==> src/rtl/sync_down_counter.sv <==
// Programmable down-counter/timer on T flip-flops with one-shot or auto-reload
// terminal count; tc is a registered one-cycle pulse coincident with q reading 0.
module sync_down_counter #(
  parameter int WIDTH = 4
) (
  input  logic             clk,
  input  logic             rst,
  input  logic             load,
  input  logic [WIDTH-1:0] load_val,
  input  logic             en,
  input  logic             auto_reload,
  output logic [WIDTH-1:0] q,
  output logic             tc,
  output logic             busy
);

  typedef enum logic [1:0] {IDLE, RUN, DONE} state_t;

  state_t           state;
  logic [WIDTH-1:0] reload_reg;
  logic [WIDTH-1:0] t;
  logic             q_is_zero;
  logic             q_is_one;

  // Stage i toggles when every lower bit is 0 (the borrow ripples through).
  always_comb begin : toggle_gen
    logic borrow;
    borrow = 1'b1;
    t      = '0;
    for (int i = 0; i < WIDTH; i++) begin
      t[i]   = borrow;
      borrow = borrow & ~q[i];
    end
  end

  assign q_is_zero = (q == '0);
  assign q_is_one  = (q == WIDTH'(1));

  always_ff @(posedge clk or posedge rst) begin
    if (rst) begin
      q          <= '0;
      tc         <= 1'b0;
      busy       <= 1'b0;
      reload_reg <= '0;
      state      <= IDLE;
    end else begin
      tc <= 1'b0;
      if (load) begin
        reload_reg <= load_val;
        q          <= load_val;
        if (load_val != '0) begin
          state <= RUN;
          busy  <= 1'b1;
        end else begin
          state <= DONE;
          busy  <= 1'b0;
        end
      end else begin
        case (state)
          RUN: begin
            if (en) begin
              if (q_is_zero) begin
                // Only reached in auto-reload: the 0 cycle completes the period.
                q <= reload_reg;
              end else begin
                q <= q ^ t;
                if (q_is_one) begin
                  tc <= 1'b1;
                  if (!auto_reload) begin
                    state <= DONE;
                    busy  <= 1'b0;
                  end
                end
              end
            end
          end
          default: begin
          end
        endcase
      end
    end
  end

endmodule

==> config.mk <==
export PLATFORM = sky130hd
export DESIGN_NAME = sync_down_counter
export DESIGN_NICKNAME = d
export VERILOG_FILES = /design/src/rtl/sync_down_counter.sv
export SDC_FILE = /design/constraint.sdc
export NUM_CORES = 1
export LEC_CHECK = 0
export CORE_MARGIN = 2
export CORE_UTILIZATION = 36
export DETAILED_ROUTE_END_ITERATION = 6
export PLACE_DENSITY_LB_ADDON = 0.3
export SLEW_MARGIN = 20
export SYNTH_ARGS = -nofsm -noshare
export SYNTH_HDL_FRONTEND = slang
export SYNTH_SLANG_ARGS = --single-unit
==> constraint.sdc <==
create_clock -name clk -period 2.2 [get_ports clk]
set_clock_uncertainty 0.15 [all_clocks]
set_input_delay 0.44 -clock clk [delete_from_list [all_inputs] [get_ports clk]]
set_output_delay 0.44 -clock clk [all_outputs]
set_load 0.005 [all_outputs]
==> implementation parameters <==
Parameter                              Value

Worst setup path
  Worst endpoint data arrival time ... roughly 1.3 ns
  Slowest-stage cell, CP ... sky130_fd_sc_hd__clkdlybuf4s50_1
  Max Fanout on Critical Path ... 8
  Crit end category ... output port
  WP buf/inv ... 1
  Delay of the slowest cell on the worst path ... approximately 0.55 ns
  Cell Chain, Critical Path ... clkdlybuf4s50_1
  Required arrival time at the worst endpoint ... around 1.6 ns
  Critical path class ... flop to output port
  Cell family contributing the most delay on the critical path ... buffers and inverters
  Startpoint type of the worst setup path ... flop

Clocking
  CTS buffer count ... 3
  CTS tree ... done
  Count of buffers added by post-CTS timing repair for setup ... 0
  CTS root buf ... sky130_fd_sc_hd__clkbuf_4
  Insertion delay of the later-clocked pin in the worst-skew pair ... around 0.27 ns
  Post-cts hold buffer count ... 0
  Clock slew seen by the registers of the worst setup and hold paths ... roughly 0.07 ns
  Number of gates resized after CTS ... 0
  Max clock buf depth ... 2
  CTS H-tree lvls ... 1
  Clock net sink count ... 11

Cells and area
  Post-route cell area ... approximately 800 um2
  Fill cell total of the finished layout ... approximately 150
  Layout overhead on the synthesized area ... 32.44%
  Most frequent cells in the layout ... sky130_fd_sc_hd__clkdlybuf4s50_1, sky130_fd_sc_hd__dfrtp_1, sky130_fd_sc_hd__inv_1
  Count of nets after finishing ... 90
  Non-filler instance count after layout ... slightly above 90
  Flip-flop and latch area ... between 200 and 300 um2
  Antenna diodes ... 0
  Most common cell after layout, fill and taps aside ... sky130_fd_sc_hd__clkdlybuf4s50_1
  Fin util ... 0.5235
  Area occupied by multi-input gates ... 300.3 um2
  Ratio of cells with drive above 1 in the final layout ... 0.1299

Yosys
  Fraction of registers with async set or reset after synthesis ... 1.000
  Number of synthesized flops with an enable pin ... 0
  Warnings, synthesis ... 0
  Number of distinct standard cells referenced by the synthesized netlist ... 27
  Most used DFF post-synth ... sky130_fd_sc_hd__dfrtp_1
  Post-Syn Nets ... 70
  Total of flip-flops plus latches after synthesis ... 11
  Sequential share of the synthesized area ... 0.4517
  Number of cells produced by synthesis ... a little under 60
  Post-synthesis area per instance ... about 11 um2
  Area of the mapped netlist ... roughly 610 um2

Power
  Worst ir drop on vdd ... approximately 0.31 mV
  Leakage power total ... 0.3589 nW
  Power density over the cells ... 622.5 nW/um2
  Post-route total power ... about 500 uW

Placed design
  Placement-stage cell area ... ~780 um2
  Pre-CTS WS ... around 0.35 ns
  Half-perimeter wire length of the detailed placement result ... roughly 960 um
  Number of I/O port buffers ... 14
  Placed Instances ... about 90
  Final weighted congestion of routability-driven global placement ... 0.7759

Global routing
  Total routing usage reported by global routing ... 0.1611
  Maximum number of pins on one net before global-route repair ... 12
  First-pass GRT wire length ... between 2 and 2.5 mm
  Total congestion overflow after global routing ... 0
  Initial antenna violation count ... 0
  Vias in the first global route ... between 400 and 500

Detailed routing
  Overall routed net length ... approximately 1.3 mm
  Overall via count from detail_route ... 530
  DRC errors left ... 0
  Via density per instance ... ~5.7
  Count of nets left with antenna violations after detail routing ... 0
  Iteration count of the initial detailed-routing pass ... 4
  Violation count after the first detailed-route iteration ... 22
  WL per Instance ... roughly 14 um

Die
  Core ar. ... approximately 1500 um2
  Io pins ... 15
  Die Area ... just over 2000 um2
  Starting density of the core ... 0.3953
  Vertical extent of the die ... approximately 45 um
  Standard-cell row count ... 14
  Die X-Extent ... approximately 45 um

Flow run
  # Max-Cap Violations ... 0

Timing
  Max-Slew Margin vs Limit ... 0.7166
  Maximum achievable frequency ... about 0.53 GHz
  RSZ-0062 raised after global routing ... false
  Worst path setup slack after routing ... about 0.32 ns
  Total Negative Setup Slacks ... 0 ns
  Final min period ... 1.881 ns
  Share of the clock period used by the worst path after layout ... 0.8552
  Number of hold violations in the final report ... 0
  Hold_ws ... slightly above 0.3 ns
  Worst slew pin tran ... about 0.42 ns
  Final count of negative-setup-slack endpoints ... 0
  Number of pins exceeding their max-slew limit in the final report ... 0

Min path
  Worst hold path class ... primary input to async pin

Outcome
  Status ... finished clean
[area by class of cell]
cell class,count,share of cell area
timing repair buffer,16,0.1922
multi-input combinational,38,0.3721
sequential,11,0.3411
clock buffer,4,0.03256
tap,16,0.02481
inverter,8,0.03721
[power breakdown]
| group | total (mW) | internal [mW] | switching [mW] |
|---|---|---|---|
| combinational | 0.118 | 0.0682 | 0.0495 |
| clock | 0.143 | 0.0703 | 0.0727 |
| sequential | 0.242 | 0.221 | 0.0206 |
[final timing paths]
check	start	end	slack, ns	cells after the start
setup / recovery	q[3]	q[3]	0.32	1
hold / removal	rst	reload_reg[0]	0.30	2
setup reg to reg	q[0]	q[0]	0.34	5
hold reg to reg	reload_reg[3]	reload_reg[3]	0.38	1
max in group asynchronous	rst	q[1]	1.30	2
min in group clk	reload_reg[3]	reload_reg[3]	0.38	1
[cell families after synthesis]
logic type               count (synthesis)  synth area share
buffers and inverters                    9           0.05544
AND/OR/NAND/NOR                         16            0.1725
adder cells (fa/ha/maj)                  3           0.06161
flip-flops                              11            0.4517
multiplexers                             4           0.07392
AO/OA/AOI/OAI                           15            0.1848
[per-layer routing]
metal | routed length [um] | up-vias | global-route usage | share of wire
li1 | - | 253 | - | -
met1 | 624 | 245 | 0.2105 | 0.47
met2 | 576 | 28 | 0.2171 | 0.43
met3 | 95 | 4 | 0.06400 | 0.072
met4 | 29 | 0 | 0.1059 | 0.022
met5 | 0 | - | 0 | 0
[Yosys cell counts (2+ instances only)]
library cell / instances / area, um2
sky130_fd_sc_hd__dfrtp_1: 11 / 275.3
sky130_fd_sc_hd__inv_1: 8 / 30.03
sky130_fd_sc_hd__nand2_1: 4 / 15.01
sky130_fd_sc_hd__ha_1: 3 / 37.54
sky130_fd_sc_hd__mux2_2: 3 / 33.78
sky130_fd_sc_hd__nor4b_1: 3 / 26.28
sky130_fd_sc_hd__a211o_1: 2 / 17.52
sky130_fd_sc_hd__a21oi_1: 2 / 10.01
sky130_fd_sc_hd__a2bb2oi_1: 2 / 17.52
sky130_fd_sc_hd__nor3_1: 2 / 10.01
sky130_fd_sc_hd__o21ai_0: 2 / 10.01
Power figures use the tool's default switching activity.
